$ cat src/rtl/rv32i_types.sv
// Shared RV32I execute-stage types.
// Holds the ALU and multiply/divide operation encodings plus small decode helpers.
package rv32i_types;

  localparam int unsigned XLEN = 32;

  typedef enum logic [2:0] {
    alu_add = 3'b000,
    alu_sll = 3'b001,
    alu_sra = 3'b010,
    alu_sub = 3'b011,
    alu_xor = 3'b100,
    alu_srl = 3'b101,
    alu_or  = 3'b110,
    alu_and = 3'b111
  } alu_ops;

  // Encoding equals the RV32M funct3 field.
  typedef enum logic [2:0] {
    md_mul    = 3'b000,
    md_mulh   = 3'b001,
    md_mulhsu = 3'b010,
    md_mulhu  = 3'b011,
    md_div    = 3'b100,
    md_divu   = 3'b101,
    md_rem    = 3'b110,
    md_remu   = 3'b111
  } md_ops;

  // rs1 is treated as signed for these ops.
  function automatic logic md_signed_a(input md_ops op);
    return (op == md_mul) || (op == md_mulh) || (op == md_mulhsu) ||
           (op == md_div) || (op == md_rem);
  endfunction

  // rs2 is treated as signed for these ops.
  function automatic logic md_signed_b(input md_ops op);
    return (op == md_mul) || (op == md_mulh) || (op == md_div) || (op == md_rem);
  endfunction

endpackage

$ cat src/rtl/md_negate.sv
// Conditional two's-complement: y = neg ? -x : x.
// Ports: x (W-bit input), neg (negate enable), y (W-bit result, combinational).
module md_negate #(
  parameter int unsigned W = 32
) (
  input  logic [W-1:0] x,
  input  logic         neg,
  output logic [W-1:0] y
);

  assign y = neg ? (~x + W'(1)) : x;

endmodule

$ cat src/rtl/md_unit.sv
// Iterative RV32M multiply/divide unit: 32-cycle shift-add multiplier and
// restoring divider sharing one {hi,lo} datapath, with sign fixup stage.
// Ports: clk, rst (async active-high), start, mdop, a, b in;
//        busy (state != idle), done (one-cycle pulse), f (result register) out.
module md_unit
  import rv32i_types::*;
(
  input  logic            clk,
  input  logic            rst,
  input  logic            start,
  input  md_ops           mdop,
  input  logic [XLEN-1:0] a,
  input  logic [XLEN-1:0] b,
  output logic            busy,
  output logic            done,
  output logic [XLEN-1:0] f
);

  localparam int unsigned W     = XLEN;
  localparam int unsigned CNT_W = 5;

  typedef enum logic [1:0] {
    s_idle  = 2'b00,
    s_calc  = 2'b01,
    s_fixup = 2'b10,
    s_done  = 2'b11
  } md_state_t;

  md_state_t        state, state_n;
  logic [CNT_W-1:0] cnt, cnt_n;
  md_ops            op, op_n;
  logic             sgn, sgn_n;     // product / quotient sign
  logic             rsgn, rsgn_n;   // remainder sign
  logic [W-1:0]     hi, hi_n;       // product high word / remainder
  logic [W-1:0]     lo, lo_n;       // product low word / quotient
  logic [W-1:0]     opb, opb_n;     // multiplicand / divisor magnitude
  logic [W-1:0]     f_n;

  // Operand magnitudes
  logic         sa, sb;
  logic [W-1:0] abs_a, abs_b;

  assign sa = a[W-1] & md_signed_a(mdop);
  assign sb = b[W-1] & md_signed_b(mdop);

  md_negate #(.W(W)) u_neg_a (.x(a), .neg(sa), .y(abs_a));
  md_negate #(.W(W)) u_neg_b (.x(b), .neg(sb), .y(abs_b));

  // Sign correction: low word of the 64-bit negation doubles as the quotient negation.
  logic [2*W-1:0] fix_p;
  logic [W-1:0]   fix_r;

  md_negate #(.W(2*W)) u_neg_p (.x({hi, lo}), .neg(sgn),  .y(fix_p));
  md_negate #(.W(W))   u_neg_r (.x(hi),       .neg(rsgn), .y(fix_r));

  // Special cases resolved at accept time
  logic is_div, div_zero, div_ovf;

  assign is_div   = mdop[2];
  assign div_zero = is_div && (b == '0);
  assign div_ovf  = ((mdop == md_div) || (mdop == md_rem)) &&
                    (a == {1'b1, {(W-1){1'b0}}}) && (b == '1);

  // One multiply step: conditional add with carry, then shift right.
  logic [W:0] madd;
  assign madd = {1'b0, hi} + (lo[0] ? {1'b0, opb} : (W+1)'(0));

  // One restoring divide step: shift left, trial subtract.
  logic [W:0] dsh, dsub;
  logic       dge;
  assign dsh  = {hi, lo[W-1]};
  assign dge  = (dsh >= {1'b0, opb});
  assign dsub = dsh - {1'b0, opb};

  // State and datapath registers
  always_ff @(posedge clk or posedge rst) begin
    if (rst) begin
      state <= s_idle;
      cnt   <= '0;
      op    <= md_mul;
      sgn   <= 1'b0;
      rsgn  <= 1'b0;
      hi    <= '0;
      lo    <= '0;
      opb   <= '0;
      f     <= '0;
      busy  <= 1'b0;
      done  <= 1'b0;
    end else begin
      state <= state_n;
      cnt   <= cnt_n;
      op    <= op_n;
      sgn   <= sgn_n;
      rsgn  <= rsgn_n;
      hi    <= hi_n;
      lo    <= lo_n;
      opb   <= opb_n;
      f     <= f_n;
      busy  <= (state_n != s_idle);
      done  <= (state_n == s_done);
    end
  end

  // Next-state and datapath update
  always_comb begin
    state_n = state;
    cnt_n   = cnt;
    op_n    = op;
    sgn_n   = sgn;
    rsgn_n  = rsgn;
    hi_n    = hi;
    lo_n    = lo;
    opb_n   = opb;
    f_n     = f;

    case (state)
      s_idle: begin
        if (start) begin
          op_n   = mdop;
          sgn_n  = sa ^ sb;
          rsgn_n = sa;
          hi_n   = '0;
          lo_n   = is_div ? abs_a : abs_b;
          opb_n  = is_div ? abs_b : abs_a;
          cnt_n  = '0;
          if (div_zero) begin
            f_n     = mdop[1] ? a : '1;
            state_n = s_done;
          end else if (div_ovf) begin
            f_n     = mdop[1] ? '0 : {1'b1, {(W-1){1'b0}}};
            state_n = s_done;
          end else begin
            state_n = s_calc;
          end
        end
      end

      s_calc: begin
        if (op[2]) begin
          hi_n = dge ? dsub[W-1:0] : dsh[W-1:0];
          lo_n = {lo[W-2:0], dge};
        end else begin
          hi_n = madd[W:1];
          lo_n = {madd[0], lo[W-1:1]};
        end
        cnt_n = cnt + CNT_W'(1);
        if (cnt == CNT_W'(W-1)) begin
          state_n = s_fixup;
        end
      end

      s_fixup: begin
        case (op)
          md_mul:                        f_n = fix_p[W-1:0];
          md_mulh, md_mulhsu, md_mulhu:  f_n = fix_p[2*W-1:W];
          md_div, md_divu:               f_n = fix_p[W-1:0];
          default:                       f_n = fix_r;
        endcase
        state_n = s_done;
      end

      s_done: begin
        state_n = s_idle;
      end

      default: begin
        state_n = s_idle;
      end
    endcase
  end

endmodule

$ cat config.mk
export PLATFORM = sky130hd
export DESIGN_NAME = md_unit
export DESIGN_NICKNAME = d
export VERILOG_FILES = /design/src/rtl/rv32i_types.sv /design/src/rtl/md_negate.sv /design/src/rtl/md_unit.sv
export SDC_FILE = /design/constraint.sdc
export NUM_CORES = 1
export LEC_CHECK = 0
export ABC_CLOCK_PERIOD_IN_PS = 10600
export BUFFER_PORTS_ARGS = -buffer_cell sky130_fd_sc_hd__buf_2
export CAP_MARGIN = 10
export CORE_MARGIN = 2
export CORE_UTILIZATION = 45
export CTS_BUF_LIST = sky130_fd_sc_hd__clkbuf_8 sky130_fd_sc_hd__clkbuf_16
export CTS_CLUSTER_SIZE = 12
export DETAILED_ROUTE_END_ITERATION = 12
export PLACE_DENSITY = 0.64
export SLEW_MARGIN = 20
export SYNTH_ARGS = -nofsm -noshare
export SYNTH_HDL_FRONTEND = slang
export SYNTH_HIERARCHICAL = 1
export SYNTH_SLANG_ARGS = --single-unit
$ cat constraint.sdc
create_clock -name clk -period 10.6 [get_ports clk]
set_input_delay 0.53 -clock clk [delete_from_list [all_inputs] [get_ports clk]]
set_output_delay 0.53 -clock clk [all_outputs]
set_load 0.1 [all_outputs]
Word-level counts from Yosys, hierarchy flattened
Index checks and enable logic that the tools add are counted.
Widths: inputs -> output; s select.
{ "classes": {"n_addsub": 7, "n_mul": 0, "div": 0, "order_cmp": 1, "n_eq_ne": 18, "n_shift": 0, "mux": 28, "bitwise": 7, "n_reduce_logical": 22} }
{ "op_table": {"columns": ["cell", "n"], "rows": [
  ["$mux 32", 16],
  ["$pmux 32 s2", 4],
  ["$add 32x1->32 const B", 3],
  ["$not 32->32", 3],
  ["$add 64x1->64 const B", 1],
  ["$eq 32x32->1 const B", 2],
  ["$mux 64", 1],
  ["$not 64->64", 1],
  ["$add 32x32->33", 1],
  ["$ge 33x32->1", 1],
  ["$logic_not 32->1", 1],
  ["$sub 32x32->32", 1],
  ["$eq 3x3->1 const B", 4],
  ["$pmux 5 s2", 1],
  ["$eq 3x2->1 const B", 3],
  ["$mux 2", 4],
  ["$pmux 2 s4", 1],
  ["$logic_or 1x1->1", 7],
  ["$eq 2x2->1 const B", 3],
  ["$eq 3x1->1 const B", 2],
  ["$logic_not 3->1", 2],
  ["$reduce_bool 2->1", 3],
  ["$reduce_or 3->1", 2],
  ["$add 5x1->5 const B", 1],
  ["11 further kinds", 15]
]} }
{ "totals": {"reg_bits": 142, "latchBits": 0, "mem_bits_rw": 0, "mem_bits_ro": 0, "word_cells": 94, "memories": 0} }

Longest topological paths before layout
Gate-level depths: netlist (run 1).
{ "depth": {"word_depth": 10, "depth_mapped": 13, "mapped_depth_nobuf": 12} }

Cells and area by module
Netlist (run 1), hierarchy kept.
{ "modules_own_cells": {"columns": ["module", "n_inst", "cells_each", "area_per_inst_um2", "seq_area_each_um2"], "rows": [
  ["md_unit", 1, 1535, 12144.1, 3553.4],
  ["md_negate at u_neg_a ...", 3, 99, 777.0, 0.0],
  ["md_negate at u_neg_p", 1, 197, 1530.2, 0.0]
]} }

Worst setup path before layout (run 1)
OpenSTA, ideal clock, no wires.
{ "synth_timing": {"path_type": "reg2reg", "from": "register hi[16]", "to": "register f[31]", "setup_time_ns": 0.066, "arrival_time_ns": 2.787, "slack_ns": 7.747, "path_stages_with_launch": 12, "n_path_buf": 1, "synth_period_minus_slack_ns": 2.853, "cell_sequence": "dfrtp_1 > or4_4 > nand2b_4 > or4_1 > buf_2 > o41ai_2 > xnor2_1 > nor2_1 > o21ai_0 > o211ai_1 > a211oi_1 > a21o_1"} }
{ "synth_between": {"elab_chain_len": 5, "elab_cells_between_ends": 8} }
{ "synth_lines": {"columns": ["item", "line_no", "rtl"], "rows": [
  ["from (decl)", "md_unit.sv:34", "logic [W-1:0] hi, hi_n;"],
  ["from (signal assigned)", "md_unit.sv:95", "hi <= hi_n;"],
  ["$not 64->64", "md_negate.sv:11", "assign y = neg ? (~x + W'(1)) : x;"],
  ["$add 64x1->64", "md_negate.sv:11", null],
  ["$mux 64", "md_negate.sv:11", null],
  ["via fix_p[63]", "md_unit.sv:50", "logic [2*W-1:0] fix_p;"],
  ["$pmux 32 s2", "md_unit.sv:153", "case (op)"],
  ["$pmux 32 s2", "md_unit.sv:116", "case (state)"],
  ["to (signal assigned)", "md_unit.sv:98", "f <= f_n;"],
  ["to (decl)", "md_unit.sv:16", "output logic [XLEN-1:0] f"]
]} }
The timed path passes the listed nets, and every way through them passes these cells.
A chain may end at the register's enable or synchronous reset.

Worst setup path in the final report (run 1)
{ "layout_timing": {"from": "register hi[3]", "to": "register f[31]"} }
The elaborated chain is that of the path after synthesis.

==> results.sh, run 1 <==
export IMPL_run_status="completed"
export IMPL_place_hpwl_um=45310
export IMPL_endpoint_kind="register"
export IMPL_startpoint_type="register"
export IMPL_vias=16230
export IMPL_port_buffer_count=103
export IMPL_cts_sinks=142
export IMPL_synth_distinct_cells=90
export IMPL_first_iter_violations=1841
export IMPL_fin_crit_sh_pct=36.12
export IMPL_cts_tree="done"
export IMPL_cts_setup_buffers=0
export IMPL_grt_overflow=0
export IMPL_fin_cells=2526
export IMPL_drv_cap=0
export IMPL_arrival_ns=4.21
export IMPL_leakagePower_nw=6.915
export IMPL_synth_compound_area_share_pct=26.34
export IMPL_worst_slew_pin_slew_ns=1.148
export IMPL_drc=0
export IMPL_setup_viol=0
export IMPL_synth_simple_area_share_pct=21.29
export IMPL_fin_nets=2194
export IMPL_start_util_pct=45.33
export IMPL_syn_nets=2171
export IMPL_synth_mux_area_share_pct=8.740
export IMPL_max_slew_margin_pct=23.45
export IMPL_dieArea_um2=37090
export IMPL_clock_skew_ns=0.01739
export IMPL_routed_wl_um=60080
export IMPL_hold_buffers=0
export IMPL_power_density_nw_per_um2=348.8
export IMPL_fmax_mhz=261.2
export IMPL_hp_class="in2async"
export IMPL_grt_max_degree=83
export IMPL_antenna_found_initial=2
export IMPL_synth_top_area_share_pct=22.20
export IMPL_diodes=0
export IMPL_routed_via_density=6.424
export IMPL_die_x_um=192.6
export IMPL_synth_top_family_by_area="compound AO/OA/AOI/OAI gates"
export IMPL_root_buffer="clkbuf_16"
export IMPL_grt_pass1_vias=15060
export IMPL_peakVddDrop_uv=201.8
export IMPL_synth_ff_latch_count=142
export IMPL_cts_clk_slew_worst_paths_ns=0.07
export IMPL_grt_pass1_wl_um=91240
export IMPL_power_w=0.006064
export IMPL_postLayoutCellArea_um2=17390
export IMPL_synth_seq_area_share_pct=22.20
export IMPL_period_minus_slack_ns=3.829
export IMPL_drive_gt1_share_pct=12.35
export IMPL_cts_buffer_depth=2
export IMPL_io_pins=104
export IMPL_drv_slew=0
export IMPL_placed_area_um2=16800
export IMPL_synth_xor_area_share_pct=11.16
export IMPL_synth_warnings=6
export IMPL_async_reset_ff_share_pct=100.0
export IMPL_critPathMaxFanout=13
export IMPL_rsz0062_at_grt="no"
export IMPL_synth_enable_flop_cells=0
export IMPL_finish_utilization_pct=49.24
export IMPL_hold_viol=0
export IMPL_post_drt_wl_per_cell_um=23.78
export IMPL_numCtsBuffers=17
export IMPL_grt_util_all_layers_pct=32.52
export IMPL_rows=69
export IMPL_synthAdderAreaFrac_pct=5.722
export IMPL_required_ns=10.98
export IMPL_area_delta_synth_final_pct=8.638
export IMPL_crit_type="reg2reg"
export IMPL_ys_flop_type="dfrtp_1"
export IMPL_setup_tns_ns=0
export IMPL_clk_latency_ns=0.46
export IMPL_htreeDepth=4
export IMPL_dp_cells=2494
export IMPL_first_pass_iters=5
export IMPL_ys_top_cells_by_area="dfrtp_1 (22%), xnor2_1 (9.8%), o21ai_0 (8.0%)"
export IMPL_antenna_left=0
export IMPL_post_cts_resized=0
export IMPL_syn_area_um2=16010
export IMPL_gp_congestion=0.9653
export IMPL_yosys_area_top_type="dfrtp_1"
export IMPL_core_area_um2=35310
export IMPL_die_h_um=192.6
export IMPL_syn_avg_cell_area_um2=7.888
export IMPL_synth_cells=2029
==> critical path, stage by stage, from the launching register on <==
cell      delay (ns)
dfrtp_1         0.61
nor4_1          0.80
nand3_1         0.25
or4_1           0.69
o41ai_2         0.30
xnor2_1         0.17
nor2_1          0.07
o21ai_0         0.24
o211ai_1        0.11
a211oi_1        0.39
a21o_1          0.12
==> power by group <==
part | internal (W) | total [W] | leakage, nW | switching [W]
Clock | 0.000353 | 0.000620 | 0.288 | 0.000267
Sequential | 0.000770 | 0.00127 | 1.65 | 0.000504
Combinational | 0.00167 | 0.00417 | 4.98 | 0.00250
Total | 0.00279 | 0.00606 | 6.92 | 0.00327
==> cell type report <==
cell class	instances	area (µm²)
fillers	3536	17920
multi-input cells	1706	11760
flip-flops and latches	142	3558
repair buffers	123	675.6
well taps	461	576.8
clock buffers	18	439.2
inverters	62	237.7
clock inverters	14	142.6
==> per-layer routing <==
layer  part of all wire [%]  GRT usage, %
met1                     43         44.63
met2                     45         50.63
met3                    8.2         5.783
met4                    3.7         12.68
met5                  0.038             0
==> Yosys cell counts (30+ instances only) <==
master / count
clkbuf_1: 90
o21ai_0: 255
o31ai_1: 44
dfrtp_1: 142
nor2_1: 97
ha_1: 70
nor4_1: 30
mux2_2: 30
nand2_1: 233
xnor2_1: 179
a21oi_1: 136
inv_1: 62
nand3_1: 69
and2_1: 38
mux2i_1: 106
==> path summary, 6_finish.rpt <==
kind / cells past startpoint / slack [ns] / endpoint / startpoint
min in group clk: 3 / 0.35 / op[0] / mdop[0]
min reg2reg: 2 / 0.48 / f[7] / f[7]
max: 10 / 6.77 / f[31] / hi[3]
min: 2 / 0.22 / opb[14] / rst
max in group asynchronous: 3 / 8.95 / done / rst
max reg2reg: 10 / 6.77 / f[31] / hi[3]
==> registers in the layout (all words and copies together), names as in the netlist <==
| register | flops |
|---|---|
| rsgn | 1 |
| done | 1 |
| lo | 32 |
| state | 2 |
| cnt | 5 |
| f | 32 |
| busy | 1 |
| op | 3 |
| opb | 32 |
| hi | 32 |
| sgn | 1 |
==> cells in the final DEF, fill, tap and decap left out, drive strengths merged, types with 14 or more instances in the layout <==
cell | synthesis | routed
nand2b | 21 | 21
o31ai | 48 | 48
buf | 29 | 123
inv | 62 | 66
a21o | 27 | 27
mux2 | 30 | 30
and2 | 38 | 38
mux2i | 106 | 106
nand4 | 29 | 29
a31oi | 15 | 15
nand3 | 69 | 69
o211ai | 18 | 18
a21oi | 137 | 137
clkbuf | 90 | 18
o41ai | 40 | 40
nor4 | 44 | 44
nand2 | 234 | 234
dfrtp | 142 | 142
nor3 | 27 | 27
a22oi | 14 | 14
ha | 70 | 70
xnor2 | 179 | 179
or3 | 16 | 16
nor2 | 98 | 98
xor2 | 25 | 25
o21ai | 270 | 270
==> per-stage QoR <==
step	hold WS, ns	setup WS (ns)
global route	0.2751	6.688
floorplan	0.4368	6.260
global placement	0.4613	6.761
CTS	0.2574	6.900
detailed placement	0.4665	6.692
finish	0.2183	6.771
==> kinds of logic after synthesis <==
logic type / after synthesis
and+or+nand+nor: 640
DFF: 142
buffers and inverters: 181
muxes: 136
adders and majority gates: 72
xor gates and xnor gates: 204
AOI/OAI and AO/OA: 654
(Power assumes the default switching activity.)
==> run 2, diff against run 1 <==
--- a/config.mk
+++ b/config.mk
@@ -5,7 +5,7 @@
 export SDC_FILE = /design/constraint.sdc
 export NUM_CORES = 1
 export LEC_CHECK = 0
-export ABC_CLOCK_PERIOD_IN_PS = 10600
+export ABC_CLOCK_PERIOD_IN_PS = 3100
 export BUFFER_PORTS_ARGS = -buffer_cell sky130_fd_sc_hd__buf_2
 export CAP_MARGIN = 10
 export CORE_MARGIN = 2
@@ -13,7 +13,7 @@
 export CTS_BUF_LIST = sky130_fd_sc_hd__clkbuf_8 sky130_fd_sc_hd__clkbuf_16
 export CTS_CLUSTER_SIZE = 12
 export DETAILED_ROUTE_END_ITERATION = 12
-export PLACE_DENSITY = 0.64
+export PLACE_DENSITY = 0.67
 export SLEW_MARGIN = 20
 export SYNTH_ARGS = -nofsm -noshare
 export SYNTH_HDL_FRONTEND = slang
==> constraint.sdc (replaced) <==
create_clock -name clk -period 3.1 [get_ports clk]
set_input_delay 0.155 -clock clk [delete_from_list [all_inputs] [get_ports clk]]
set_output_delay 0.155 -clock clk [all_outputs]
set_load 0.1 [all_outputs]
==> results.sh, run 2 (same netlist as run 1, synthesis figures left out) <==
export IMPL_run_status="completed"
export IMPL_cts_sinks=142
export IMPL_min_to="state[0]"
export IMPL_start_util_pct=45.33
export IMPL_drv_cap=0
export IMPL_fin_crit_sh_pct=96.78
export IMPL_peakVddDrop_uv=1138
export IMPL_reg2reg_from="lo[0]"
export IMPL_critPathMaxFanout=8
export IMPL_port_buffer_count=103
export IMPL_routed_wl_um=64280
export IMPL_routed_via_density=6.359
export IMPL_drv_slew=0
export IMPL_p_int_w=0.01076
export IMPL_whs_path_depth=3
export IMPL_grt_max_degree=88
export IMPL_post_drt_wl_per_cell_um=24.15
export IMPL_p_comb_share_pct=75.0
export IMPL_power_density_nw_per_um2=1232
export IMPL_postLayoutCellArea_um2=18670
export IMPL_hp_class="in2reg"
export IMPL_cts_tree="done"
export IMPL_dp_cells=2624
export IMPL_antenna_left=0
export IMPL_dieArea_um2=37090
export IMPL_startpoint_type="register"
export IMPL_layout_common_cells="o21ai_0 (249), nand2_1 (232), xnor2_1 (179)"
export IMPL_seqPwrFrac_pct=15.9
export IMPL_p_clk_share_pct=9.1
export IMPL_slowest_delay_ns=0.47
export IMPL_leakagePower_nw=7.623
export IMPL_grt_pass1_vias=15890
export IMPL_cp_cell_sequence="buf_4 > and2_1 > ha_1 > a21o_1 > o21bai_2 > o211ai_1 > nand2_1 > a311oi_1 > xor2_1 > a21oi_1 > a22o_1"
export IMPL_crit_type="reg2reg"
export IMPL_rr_worst_depth=11
export IMPL_pre_cts_slack_ns=-0.09994
export IMPL_r2r_slack_ns=0.1
export IMPL_root_buffer="clkbuf_16"
export IMPL_crit_slowest_cell="dfrtp_2"
export IMPL_required_ns=3.45
export IMPL_worst_slew_pin_slew_ns=1.046
export IMPL_numCtsBuffers=17
export IMPL_cts_clk_slew_worst_paths_ns=0.07
export IMPL_place_hpwl_um=50280
export IMPL_grt_pass1_wl_um=96670
export IMPL_reg2reg_to="hi[24]"
export IMPL_hp_start="start"
export IMPL_setup_viol=0
export IMPL_layout_commonest_cell="o21ai_0"
export IMPL_placed_area_um2=17850
export IMPL_fin_cells=2662
export IMPL_netSwitchingFraction_pct=53.21
export IMPL_endpoint_kind="register"
export IMPL_arrival_ns=3.35
export IMPL_fmax_mhz=333.3
export IMPL_fin_nets=2329
export IMPL_grt_overflow=0
export IMPL_setup_tns_ns=0
export IMPL_p_switching_w=0.01224
export IMPL_first_iter_violations=1775
export IMPL_die_x_um=192.6
export IMPL_max_slew_margin_pct=30.24
export IMPL_cts_buffer_depth=2
export IMPL_core_area_um2=35310
export IMPL_area_delta_synth_final_pct=16.64
export IMPL_vias=16930
export IMPL_clock_skew_ns=0.01520
export IMPL_hold_viol=0
export IMPL_clk_latency_ns=0.47
export IMPL_htreeDepth=4
export IMPL_grt_util_all_layers_pct=34.74
export IMPL_io_pins=104
export IMPL_antenna_found_initial=1
export IMPL_period_minus_slack_ns=3.000
export IMPL_layout_setup_ws_ns=0.09980
export IMPL_rsz0062_at_grt="yes"
export IMPL_rows=69
export IMPL_drc=0
export IMPL_die_h_um=192.6
export IMPL_first_pass_iters=6
export IMPL_drive_gt1_share_pct=19.32
export IMPL_gp_congestion=1.025
==> run 2: how the worst max path moves through the flow <==
stage,from,to,slack [ns],cells past startpoint
after floorplan,hi[16],f[31],0.25,11
after global placement,hi[10],f[31],-0.02,11
after detailed placement,hi[4],f[16],-0.1,10
after CTS,hi[4],hi[25],-0.06,10
after global routing,lo[0],hi[24],-0.0005,11
final,lo[0],hi[24],0.1,11
==> run 2: layout make-up <==
cell class	instances	area (µm²)
fill	3412	16640
multi-input combinational	1706	11960
sequential	142	3563
timing repair buffer	258	1765
tap	461	576.8
clock buffer	17	425.4
inverter	62	236.5
clock inverter	15	140.1
antenna	1	2.502
==> run 2: per-layer routing <==
layer  wire (µm)  share of wire, %  vias to the layer above  track usage, %
met1       27820                43                     8257           46.43
met3        4910               7.6                      127           6.438
met5           0                 0                        -               0
met2       28760                45                      761           54.80
li1            -                 -                     7783               -
met4        2787               4.3                        0           14.77
==> run 2: per-stage QoR <==
| stage | util, % | total power [W] | hold WS, ns |
|---|---|---|---|
| CTS | 52.26 | 0.02226 | 0.04977 |
| finish | 52.87 | 0.02300 | 0.05941 |
| global route | 52.86 | 0.02457 | 0.07661 |
| global placement | 50.54 | 0.01991 | 0.3411 |
| detailed placement | 50.54 | 0.02008 | 0.3472 |
| floorplan | - | 0.01473 | 0.2604 |
==> run 2: repair_timing <==
item	in CTS	in global routing
endpoints found under the hold margin	29	0
hold buffers	2	0
buffers inserted	0	3
gates resized for setup	4	45
endpoints found under the setup margin	3	32
pin swaps	0	8
==> run 2: critical path, delay by kind of cell (launching register included) <==
| family | cells | cell delay, ns |
|---|---|---|
| adders and majority gates | 1 | 0.33 |
| DFF | 1 | 0.47 |
| buffers and inverters | 1 | 0.19 |
| xor gates and xnor gates | 1 | 0.18 |
| and+or+nand+nor | 2 | 0.40 |
| AOI/OAI and AO/OA | 6 | 1.33 |
==> run 2: power by group through the flow <==
stage	logic, W	clock network [W]	registers (W)
5_1_grt	0.0186	0.00218	0.00374
3_5_place_dp	0.0165	0	0.00361
2_1_floorplan	0.0107	0	0.00403
3_3_place_gp	0.0163	0	0.00358
6_report	0.0173	0.00209	0.00365
4_1_cts	0.0166	0.00210	0.00359
